**config.mk**
```make
export PLATFORM = sky130hd
export DESIGN_NAME = segment_mixer
export DESIGN_NICKNAME = d
export VERILOG_FILES = /design/src/rtl/segment_mixer_pkg.sv /design/src/rtl/seg_hit.sv /design/src/rtl/segment_mixer.sv
export SDC_FILE = /design/constraint.sdc
export NUM_CORES = 1
export LEC_CHECK = 0
export BUFFER_PORTS_ARGS = -buffer_cell sky130_fd_sc_hd__buf_2
export CAP_MARGIN = 20
export CORE_ASPECT_RATIO = 2
export CORE_UTILIZATION = 45
export CTS_CLUSTER_DIAMETER = 80
export DETAILED_ROUTE_END_ITERATION = 7
export PLACE_DENSITY = 0.67
export SLEW_MARGIN = 15
export SYNTH_ARGS = -nofsm -noshare
export SYNTH_HDL_FRONTEND = slang
export SYNTH_HIERARCHICAL = 1
export SYNTH_SLANG_ARGS = --single-unit
```
**constraint.sdc**
```tcl
create_clock -name clk -period 5.5 [get_ports clk]
set_clock_uncertainty 0.05 [all_clocks]
set_input_delay 1.1 -clock clk [delete_from_list [all_inputs] [get_ports clk]]
set_output_delay 1.1 -clock clk [all_outputs]
set_load 0.02 [all_outputs]
```
**src/rtl/segment_mixer_pkg.sv**
```systemverilog
// segment_mixer_pkg
//   Shared definitions for the segment mixer slice: default parameter
//   values, the background colour and the slot-index width helper.
//   No ports; imported by segment_mixer and seg_hit.
package segment_mixer_pkg;

    localparam int DEF_N_SEG    = 4;
    localparam int DEF_POS_W    = 10;
    localparam int DEF_COL_W    = 8;
    localparam int DEF_LINE_LEN = 1024;

    // Colour emitted when no enabled segment covers the pixel.
    localparam int BG_COL = 0;

    // Slot index width: at least one bit, even for a single slot.
    function automatic int idx_width(input int n_seg);
        return (n_seg > 1) ? $clog2(n_seg) : 1;
    endfunction

endpackage

```
**src/rtl/seg_hit.sv**
```systemverilog
// seg_hit
//   Purely combinational coverage test for one segment slot.
//   Ports:
//     seg_pos  in  POS_W  segment start
//     seg_size in  POS_W  segment length (0 never hits)
//     seg_en   in  1      slot enable
//     p        in  POS_W  position under test
//     hit      out 1      slot is enabled and covers p
module seg_hit
    import segment_mixer_pkg::*;
#(
    parameter int POS_W = DEF_POS_W
) (
    input  logic [POS_W-1:0] seg_pos,
    input  logic [POS_W-1:0] seg_size,
    input  logic             seg_en,
    input  logic [POS_W-1:0] p,
    output logic             hit
);

    // One extra bit so a segment running past the top of the position
    // range saturates instead of wrapping back to low positions.
    logic [POS_W:0] seg_end;

    assign seg_end = {1'b0, seg_pos} + {1'b0, seg_size};
    assign hit     = seg_en && (seg_pos <= p) && ({1'b0, p} < seg_end);

endmodule

```
**src/rtl/segment_mixer.sv**
```systemverilog
// segment_mixer
//   Holds N_SEG programmable 1-D segments, scans its own line position
//   counter and emits, one cycle later, the colour of the lowest-index
//   enabled segment covering each scanned position.
//   Ports:
//     clk        in  1      clock, all state on the rising edge
//     rst        in  1      synchronous reset, active-low
//     run        in  1      advance the scan and emit one pixel
//     cfg_we     in  1      write slot cfg_idx (ignored if >= N_SEG)
//     cfg_idx    in  IDX_W  slot index
//     cfg_pos    in  POS_W  segment start
//     cfg_size   in  POS_W  segment length
//     cfg_col    in  COL_W  segment colour
//     cfg_en     in  1      slot enable
//     out_vld    out 1      out_* carry a pixel this cycle
//     out_pos    out POS_W  position of the emitted pixel
//     out_col    out COL_W  resolved colour, background when no hit
//     out_hit    out 1      some enabled segment covers out_pos
//     out_idx    out IDX_W  winning slot, 0 when no hit
//     line_start out 1      pixel at position 0
//
//   Output handshake: out_vld is a valid-only strobe with no ready. Every
//   cycle out_vld is high the sink must take the pixel; while out_vld is
//   low the out_pos/col/hit/idx values simply hold and carry no pixel.
module segment_mixer
    import segment_mixer_pkg::*;
#(
    parameter  int N_SEG    = DEF_N_SEG,
    parameter  int POS_W    = DEF_POS_W,
    parameter  int COL_W    = DEF_COL_W,
    parameter  int LINE_LEN = DEF_LINE_LEN,
    localparam int IDX_W    = idx_width(N_SEG)
) (
    input  logic             clk,
    input  logic             rst,
    input  logic             run,
    input  logic             cfg_we,
    input  logic [IDX_W-1:0] cfg_idx,
    input  logic [POS_W-1:0] cfg_pos,
    input  logic [POS_W-1:0] cfg_size,
    input  logic [COL_W-1:0] cfg_col,
    input  logic             cfg_en,
    output logic             out_vld,
    output logic [POS_W-1:0] out_pos,
    output logic [COL_W-1:0] out_col,
    output logic             out_hit,
    output logic [IDX_W-1:0] out_idx,
    output logic             line_start
);

    localparam logic [POS_W-1:0] LAST_POS = POS_W'(LINE_LEN - 1);

    logic [POS_W-1:0] cnt;

    logic [POS_W-1:0] seg_pos  [N_SEG];
    logic [POS_W-1:0] seg_size [N_SEG];
    logic [COL_W-1:0] seg_col  [N_SEG];
    logic             seg_en   [N_SEG];

    logic [N_SEG-1:0] hit_vec;

    logic             win_hit;
    logic [IDX_W-1:0] win_idx;
    logic [COL_W-1:0] win_col;

    for (genvar k = 0; k < N_SEG; k++) begin : g_hit
        seg_hit #(.POS_W(POS_W)) u_hit (
            .seg_pos  (seg_pos[k]),
            .seg_size (seg_size[k]),
            .seg_en   (seg_en[k]),
            .p        (cnt),
            .hit      (hit_vec[k])
        );
    end

    // Priority mux: walk from the highest index down so the lowest-index
    // hitting slot is the last assignment and therefore wins.
    always_comb begin
        win_hit = 1'b0;
        win_idx = '0;
        win_col = COL_W'(BG_COL);
        for (int k = N_SEG - 1; k >= 0; k--) begin
            if (hit_vec[k]) begin
                win_hit = 1'b1;
                win_idx = IDX_W'(k);
                win_col = seg_col[k];
            end
        end
    end

    always_ff @(posedge clk) begin
        if (!rst) begin
            cnt        <= '0;
            out_vld    <= 1'b0;
            out_pos    <= '0;
            out_col    <= '0;
            out_hit    <= 1'b0;
            out_idx    <= '0;
            line_start <= 1'b0;
            for (int k = 0; k < N_SEG; k++) begin
                seg_pos[k]  <= '0;
                seg_size[k] <= '0;
                seg_col[k]  <= '0;
                seg_en[k]   <= 1'b0;
            end
        end else begin
            // Slot writes land at this edge; the pixel resolved this cycle
            // used the old contents. Indices past N_SEG match no slot.
            for (int k = 0; k < N_SEG; k++) begin
                if (cfg_we && (cfg_idx == IDX_W'(k))) begin
                    seg_pos[k]  <= cfg_pos;
                    seg_size[k] <= cfg_size;
                    seg_col[k]  <= cfg_col;
                    seg_en[k]   <= cfg_en;
                end
            end

            out_vld    <= run;
            line_start <= run && (cnt == '0);

            if (run) begin
                out_pos <= cnt;
                out_col <= win_col;
                out_hit <= win_hit;
                out_idx <= win_idx;
                cnt     <= (cnt == LAST_POS) ? '0 : cnt + 1'b1;
            end
        end
    end

endmodule

```
==> flow_summary.yaml, run 1 <==
synth:
  ys_warn_count: 6
  ys_seq_area_frac: 0.441
  syn_nets: 1041
  synth-seq-cells: 149
  ys.flop_type: "edfxtp_1"
  async_flop_share: 0
  synth-edff-count: 113
  netlist_area_um2: 9340
  yosysTopAreaCell: "edfxtp_1"
  yosysTopAreaCellShare: 0.363
  avgSynthCellArea_um2: 10.6
  yosys-top-cells-area: "edfxtp_1 36%, ha_1 16%, and2_1 7.8%"
  synth_cell_types: 50
  syn_inst: 884
sta:
  min_period_over_period: 0.747
  rsz0062_at_grt: "false"
  timing.fmax_mhz: 243
  setup_viol: 0
  hold_violations: 0
  tightest_slew_ps: 1090
  final.setup.tns_ps: 0
  period_minus_slack_ps: 4110
  slew-limit-headroom: 0.271
  slew_violations: 0
global_routing:
  grt_pass1_vias: 6629
  grt_max_degree: 41
  grtUsageTotal: 0.212
  grt-ovfl-total: 0
  antenna_found_initial: 0
  grt_pass1_wl_um: 34100
drt:
  wl_per_cell_um: 17.8
  via_per_inst: 5.49
  drtPass1Iterations: 5
  ant_nets: 0
  num_vias: 6721
  drt_iter0_markers: 276
  drc: 0
  drt_wl_total_um: 21800
clocking:
  cts-root-buf: "clkbuf_16"
  hold_buffers: 0
  cts_tree: "built"
  clock_latency_ps: 430
  htreeDepth: 4
  clk_path_buf_depth: 2
  cts_setup_buffers: 0
  cts_buffers: 17
  cts_sinks: 149
  path_clk_slew_ps: 60
  ctsResizeCount: 0
cells_and_area:
  area_growth_pct: 13.0
  layout-drive-gt1-share: 0.123
  antenna_cells: 0
  layout.nets: 1102
floorplan:
  die_w_um: 104
  ios: 58
  dieArea_um2: 21400
  rows: 74
  design.core.area_um2: 20400
  initial_utilization: 0.458
  die_y_um: 206
worst_setup_path:
  path_class: "reg -> reg"
  required_ps: 5820
  crit_path_end_kind: "flip-flop"
  cp.arrival_ps: 4430
  rr_startpoint: "seg_pos[3][0]"
  rrSetupSlack_ps: 1390
  critPathLaunch: "seg_pos[3][0]"
  reg2reg_depth: 16
  setup.worst_path.end: "out_col[1]"
  worst_setup_path_start_kind: "flip-flop"
  cp_max_fo: 10
  rr_endpoint: "out_col[1]"
pwr:
  swShare: 0.264
  p_leak_nw: 4.36
  vdd_drop_max_uv: 250
  switchingPower_w: 0.000800
  finalPower_w: 0.00303
  seq_power_share: 0.439
  intPower_w: 0.00223
  clockPowerShare: 0.388
  powerDensity_nw_per_um2: 287
  combPwrFrac: 0.174
min_path:
  worstHoldStart: "out_idx[0]"
  holdPathStages: 2
  hold_class: "reg -> reg"
status:
  outcome: "finished, final reports clean"
flow_run:
  cap_viol_max_count: 0
placement:
  routabilityCongestion: 0.857
  numPortBuffers: 57
  hpwlAfterDp_um: 16700
-- state kept, by name, indices dropped and copies added (netlist names) --
register and cells:
cnt 10, line_start 1, out_col 8, out_hit 1, out_idx 2, out_pos 10
out_vld 1, seg_col 32, seg_en 4, seg_pos 40, seg_size 40
-- layout by cell type, fill, tap and decap left out, types with 5 or more instances in the layout --
cell,instances
buf_2,57
xor2_1,17
inv_1,69
nand2b_1,14
xnor2_1,14
a21oi_1,59
nand3_1,5
dfxtp_1,36
o21ai_0,38
and2_1,116
or4_1,7
nor2b_1,24
nor2_1,33
a221oi_1,8
ha_1,118
nand4_1,19
nand2_1,43
o21a_1,20
edfxtp_1,113
mux2i_1,11
nand3b_1,16
clkbuf_16,20
buf_4,10
a21o_1,16
-- Yosys cell counts (16+ instances only) --
cell	n
dfxtp_1	36
xor2_1	17
edfxtp_1	113
nand3b_1	16
nor2b_1	24
ha_1	118
nand4_1	19
a21o_1	16
nor2_1	33
nand2_1	43
a21oi_1	59
inv_1	69
o21ai_0	40
o21a_1	20
and2_1	116
-- area by class of cell --
cell class	count	area (µm²)
inverters	69	259
clock inverters	9	86.3
fillers	1957	9820
well taps	266	333
multi-input cells	640	4860
clock buffers	23	522
flip-flops and latches	149	4110
repair buffers	68	375
-- how the worst min path moves through the flow --
stage and to:
2_1_floorplan seg_en[2], 3_3_place_gp out_idx[1], 3_5_place_dp out_idx[1], 4_1_cts out_idx[1], 5_1_grt out_idx[0], 6_report out_idx[0]
-- cells by family (layout without fill, tap and decap cells) --
family,after synthesis,after routing,synth area share
and+or+nand+nor,285,285,0.175
adders and majority gates,122,122,0.167
DFF,149,149,0.441
xor gates and xnor gates,31,31,0.0291
muxes,11,11,0.0118
AOI/OAI and AO/OA,191,191,0.137
buffers and inverters,95,169,0.0397
-- critical path: stages, from the launching register on --
cell and delay (ps):
edfxtp_1 390, ha_1 240, fa_1 420, a21oi_1 190, o21ai_1 130, o21a_1 190
nor2_1 110, xor2_1 170, ha_1 260, a21oi_1 150, o21ai_0 90, a21oi_1 130
o21ai_0 100, a22oi_1 820, nand3b_1 160, a221oi_1 290, o21a_1 170
-- metal layers --
layer  track usage  routed length, µm  vias up
li1              -                  -     3300
met1         0.215               8310     3218
met2         0.414              12000      158
met3        0.0304                624       45
met4         0.112                851        0
met5             0                  0        -
-- stage by stage --
step | cell area, µm² | worst slack [ps] | util | cells | hold slack [ps]
floorplan | 9340 | 1650 | - | 884 | 409
global placement | 9930 | 1530 | 0.487 | 1191 | 420
detailed placement | 9930 | 1420 | 0.487 | 1191 | 431
CTS | 10500 | 1410 | 0.517 | 1223 | 442
global route | 10600 | 1050 | 0.518 | 1224 | 459
finish | 10600 | 1390 | 0.518 | 1224 | 438
-- power by group through the flow --
stage	combinational (W)	sequential, W	clock [W]
3_5_place_dp	0.000524	0.00135	0
2_1_floorplan	0.000383	0.00135	0
4_1_cts	0.000527	0.00133	0.00119
3_3_place_gp	0.000512	0.00135	0
6_report	0.000526	0.00133	0.00117
5_1_grt	0.000594	0.00134	0.00123
Power figures use the tool's default switching activity.
==> run 2, diff against run 1 <==
--- a/config.mk
+++ b/config.mk
@@ -11,7 +11,7 @@
 export CORE_UTILIZATION = 45
 export CTS_CLUSTER_DIAMETER = 80
 export DETAILED_ROUTE_END_ITERATION = 7
-export PLACE_DENSITY = 0.67
+export PLACE_DENSITY = 0.69
 export SLEW_MARGIN = 15
 export SYNTH_ARGS = -nofsm -noshare
 export SYNTH_HDL_FRONTEND = slang
==> constraint.sdc (replaced) <==
create_clock -name clk -period 3.4 [get_ports clk]
set_clock_uncertainty 0.05 [all_clocks]
set_input_delay 0.68 -clock clk [delete_from_list [all_inputs] [get_ports clk]]
set_output_delay 0.68 -clock clk [all_outputs]
set_load 0.02 [all_outputs]
==> run 2 against run 1 <==
  * The run now ends with negative setup slack left
  * Sequential power grew 62%
  * Maximum frequency rose by 20%
  * Final area grew 5.3%
  * Utilization up 2.7 points
  * Largest power group unchanged
  * Highest routed layer unchanged
==> flow_summary.yaml, run 2 (synthesis results as in run 1) <==
status:
  outcome: "finished, violations left"
  violations: "negative setup slack"
drt:
  drt_iter0_markers: 319
  drc: 0
  ant_nets: 0
  drt_wl_total_um: 24800
  via_per_inst: 5.53
  drtPass1Iterations: 5
  wl_per_cell_um: 19.5
  num_vias: 7018
global_routing:
  grt_max_degree: 39
  top_usage_layer: "met2"
  use_met1: 0.229
  grt_util_met3: 0.0361
  groute.layer.met2.usage: 0.469
  grt-ovfl-total: 0
  antenna_found_initial: 0
  grt_pass1_vias: 7069
  grt_pass1_wl_um: 38000
  grtUsageTotal: 0.241
worst_setup_path:
  crit_path_end_kind: "flip-flop"
  cp_max_fo: 4
  cp.arrival_ps: 3750
  cp.buffers_inverters: 2
  worst_setup_path_start_kind: "flip-flop"
  max_stage_delay_ps: 390
  path_cells: "ha_2, fa_2, a21oi_2, o21ai_2, o21a_1, nor2_1, xor2_1, ha_1, nand2_1, o21ai_1, a21oi_1, o21ai_1, a22oi_2, buf_6, clkbuf_16, nand3b_1, a221oi_2, o21a_1"
  required_ps: 3730
  critPathTopFamily: "compound AO/OA/AOI/OAI gates"
  path_class: "reg -> reg"
  slowest_stage: "edfxtp_1"
clocking:
  clk_path_buf_depth: 2
  cts_tree: "built"
  path_clk_slew_ps: 60
  cts_sinks: 149
  cts_buffers: 17
  clock_latency_ps: 430
  htreeDepth: 4
  cts-root-buf: "clkbuf_16"
flow_run:
  cap_viol_max_count: 0
sta:
  layout_setup_ws_ps: -24.0
  setup_viol: 1
  slew-limit-headroom: 0.465
  period_minus_slack_ps: 3420
  holdWs_ps: 437
  hold_violations: 0
  timing.fmax_mhz: 292
  slew_violations: 0
  min_period_over_period: 1.01
  rsz0062_at_grt: "true"
  tightest_slew_ps: 802
floorplan:
  die_y_um: 206
  initial_utilization: 0.458
  design.core.area_um2: 20400
  die_w_um: 104
  dieArea_um2: 21400
  ios: 58
  rows: 74
placement:
  placed_area_um2: 10100
  hpwlAfterDp_um: 18200
  routabilityCongestion: 0.885
  numPortBuffers: 57
cells_and_area:
  antenna_cells: 0
  postLayoutCellArea_um2: 11100
  reg_top3: "seg_pos: 40 flops, seg_size: 40 flops, seg_col: 32 flops"
  regArea_um2: 4110
  layout_common_cells: "116 x and2_1, 114 x ha_1, 113 x edfxtp_1, 69 x inv_1, 57 x buf_2"
  layout-drive-gt1-share: 0.199
  n_fill_cell: 1839
  multi_input_area_um2: 5050
  layout.nets: 1147
  layout_commonest_cell: "and2_1"
  area_growth_pct: 18.9
pwr:
  vdd_drop_max_uv: 577
  p_leak_nw: 4.59
  powerDensity_nw_per_um2: 445
min_path:
  hold_class: "reg -> reg"
run 2: cell count changes in the layout (fill, tap and decap cells not counted), moves of 5 or more:
| cell | before | now |
|---|---|---|
| a21oi_2 | 4 | 14 |
| a221oi_1 | 8 | 0 |
| a21oi_1 | 59 | 48 |
| o21ai_1 | 4 | 9 |
| buf_4 | 10 | 48 |
| o21ai_0 | 38 | 30 |
| buf_6 | 0 | 5 |
| a221oi_2 | 4 | 12 |
run 2: worst paths after layout:
check / endpoint / cells after the start / from / slack (ps)
max: out_col[7] / 18 / seg_pos[2][0] / -20
min: out_idx[1] / 2 / out_idx[1] / 440
max reg2reg: out_col[7] / 18 / seg_pos[2][0] / -20
min reg2reg: out_idx[1] / 2 / out_idx[1] / 440
run 2: timing repair:
item | CTS | global route
endpoints found under the setup margin | 9 | 11
resized for setup | 35 | 28
gates cloned | 3 | 2
hold buffers | 0 | 0
pin swaps | 30 | 46
buffers inserted | 4 | 11
run 2: where the power goes:
group	internal, W	switching [W]	leakage, nW	total, W
logic	0.000413	0.000533	2.91	0.000947
clock network	0.00110	0.000742	0.274	0.00184
registers	0.00208	0.0000738	1.40	0.00215
total	0.00359	0.00135	4.59	0.00494
run 2: tightest hold or removal path, stage by stage, from the launching register on:
cell and delay (ps):
dfxtp_1 320, nand2b_1 60, a21boi_1 60
run 2: area by class of cell:
type / count / area share
Multi-Input combinational cell: 640 / 0.455
Clock inverter: 12 / 0.0118
Clock buffer: 20 / 0.0402
Timing Repair Buffer: 113 / 0.0697
Sequential cell: 149 / 0.370
Inverter: 69 / 0.0233
Tap cell: 266 / 0.0300
run 2: per-stage QoR:
step	setup TNS [ps]	power, W	util	std cells	worst slack [ps]
finish	-24.0	0.00494	0.545	1269	-24.0
global route	-1540	0.00517	0.545	1269	-196
CTS	-138	0.00494	0.536	1257	-26.2
detailed placement	-802	0.00308	0.498	1218	-145
global placement	-501	0.00306	0.498	1218	-117
floorplan	0	0.00280	-	884	1.38
run 2: per-layer routing:
layer  vias up  share of wire
met4         0          0.068
met2       180           0.56
met1      3373           0.34
met5         -              0
met3        79          0.034
li1       3386              -
==> run 3, diff against run 2 <==
--- a/config.mk
+++ b/config.mk
@@ -12,6 +12,7 @@
 export CTS_CLUSTER_DIAMETER = 80
 export DETAILED_ROUTE_END_ITERATION = 7
 export PLACE_DENSITY = 0.69
+export RECOVER_POWER = 25
 export SLEW_MARGIN = 15
 export SYNTH_ARGS = -nofsm -noshare
 export SYNTH_HDL_FRONTEND = slang
==> run 3 against run 2 <==
  * The flow finishes with violations (max-capacitance violations, max-slew violations, negative setup slack)
  * Maximum frequency about the same
  * Count of clock-buffer cells in the layout unchanged
  * Register-to-register slack about the same
  * Setup slack better by 0.67 ps
==> flow_summary.yaml, run 3 (synthesis results as in run 1) <==
status:
  outcome: "finished, violations left"
  violations: "max-capacitance violations, max-slew violations, negative setup slack"
cells_and_area:
  reg_top3: "seg_pos: 40 flops, seg_size: 40 flops, seg_col: 32 flops"
  layout_commonest_cell: "ha_1"
  n_fill_cell: 1846
  multi_input_area_um2: 5050
  area_growth_pct: 18.8
  layout.nets: 1147
  layout_common_cells: "114 x ha_1, 113 x and2_1, 113 x edfxtp_1, 69 x inv_1, 54 x buf_2"
  layout-drive-gt1-share: 0.193
  antenna_cells: 0
  regArea_um2: 4110
sta:
  layout_setup_ws_ps: -23.3
  rsz0062_at_grt: "true"
  setup_viol: 1
  hold_violations: 0
  tightest_slew_ps: 1980
  slew-limit-headroom: -0.320
  period_minus_slack_ps: 3420
  min_period_over_period: 1.01
  holdWs_ps: 438
  timing.fmax_mhz: 292
  slew_violations: 99
pwr:
  powerDensity_nw_per_um2: 445
  combPwrFrac: 0.192
  seq_power_share: 0.436
  p_leak_nw: 4.57
  intPower_w: 0.00359
  clockPowerShare: 0.372
  switchingPower_w: 0.00135
  swShare: 0.273
  vdd_drop_max_uv: 575
min_path:
  worstHoldStart: "out_idx[1]"
  whs_endpoint: "out_idx[1]"
  holdPathStages: 2
  hold_class: "reg -> reg"
global_routing:
  grt_max_degree: 39
  grt-ovfl-total: 0
  grtUsageTotal: 0.241
  antenna_found_initial: 0
  grt_pass1_vias: 7069
  grt_pass1_wl_um: 38000
worst_setup_path:
  cp_max_fo: 4
  path_class: "reg -> reg"
  required_ps: 3730
  slowest_stage: "edfxtp_1"
  rr_startpoint: "seg_pos[2][0]"
  rrSetupSlack_ps: -20
  reg2reg_depth: 18
  rr_endpoint: "out_col[7]"
  cp.arrival_ps: 3750
  max_stage_delay_ps: 390
  cp.buffers_inverters: 2
  crit_path_end_kind: "flip-flop"
  path_cells: "ha_2, fa_2, a21oi_2, o21ai_2, o21a_1, nor2_1, xor2_1, ha_1, nand2_1, o21ai_1, a21oi_1, o21ai_1, a22oi_2, buf_6, clkbuf_16, nand3b_1, a221oi_2, o21a_1"
  worst_setup_path_start_kind: "flip-flop"
  critPathTopFamily: "compound AO/OA/AOI/OAI gates"
clocking:
  cts_sinks: 149
  cts_buffers: 17
  clk_path_buf_depth: 2
  htreeDepth: 4
  path_clk_slew_ps: 60
  cts-root-buf: "clkbuf_16"
  cts_tree: "built"
  clock_latency_ps: 430
floorplan:
  die_w_um: 104
  dieArea_um2: 21400
  design.core.area_um2: 20400
  rows: 74
  die_y_um: 206
  ios: 58
  initial_utilization: 0.458
flow_run:
  cap_viol_max_count: 3
drt:
  drtPass1Iterations: 5
  ant_nets: 0
  num_vias: 7042
  via_per_inst: 5.55
  drt_iter0_markers: 327
  drt_wl_total_um: 24800
  wl_per_cell_um: 19.5
  drc: 0
placement:
  routabilityCongestion: 0.885
  pre_cts_ws_ps: -145
  hpwlAfterDp_um: 18200
  numPortBuffers: 57
## run 3: cell types whose count changed in the layout (fill, tap and decap cells not counted)
cell      change
and2_1        -3
and2_0        +3
clkbuf_1      +6
buf_4         -3
buf_2         -3
## run 3: tightest hold or removal path, cell delays in order, from the launching register on
cell	delay [ps]
dfxtp_1	320
nand2b_1	60
a21boi_1	60
## run 3: worst max path at each step
stage | from | to | slack [ps] | cells past startpoint
after global routing | seg_pos[2][0] | out_col[1] | -200 | 18
after CTS | seg_size[2][0] | out_col[3] | -30 | 18
after detailed placement | seg_size[1][0] | out_col[4] | -150 | 17
after global placement | seg_size[1][0] | out_col[4] | -120 | 17
final | seg_pos[2][0] | out_col[7] | -20 | 18
after floorplan | cfg_idx[0] | seg_col[2][0] | 1 | 2
## run 3: cell type report
type | count | area share
Tap cell | 266 | 0.0300
Multi-Input combinational cell | 640 | 0.455
Sequential cell | 149 | 0.371
Clock buffer | 20 | 0.0403
Clock inverter | 12 | 0.0118
Inverter | 69 | 0.0234
Timing Repair Buffer | 113 | 0.0685
## run 3: power groups by stage
stage               Combinational [W]  Clock (W)  Sequential, W
floorplan                    0.000620          0        0.00218
global placement             0.000870          0        0.00219
CTS                          0.000921    0.00187        0.00215
detailed placement           0.000886          0        0.00219
global route                  0.00106    0.00194        0.00216
finish                       0.000946    0.00184        0.00216
## run 3: through the flow
step                cells  total power [W]  cell area, µm²   util  setup TNS [ps]
floorplan             884          0.00280            9340      -               0
global placement     1218          0.00306           10100  0.498            -501
detailed placement   1218          0.00308           10100  0.498            -802
CTS                  1257          0.00494           10900  0.536            -138
global route         1269          0.00517           11100  0.545           -1690
finish               1269          0.00494           11100  0.545           -23.3
## run 3: what timing repair did
action	CTS	global route
pin swaps	30	46
hold endpoints to repair	0	0
resized for setup	35	28
hold buffers	0	0
buffers inserted	4	11
cloned	3	2
setup endpoints to repair	9	11
## run 3: per-layer routing
metal / track usage / vias to the layer above / share of wire
met3: 0.0361 / 79 / 0.032
met4: 0.164 / 0 / 0.068
met5: 0 / - / 0
met1: 0.229 / 3405 / 0.34
met2: 0.469 / 168 / 0.56
li1: - / 3390 / -
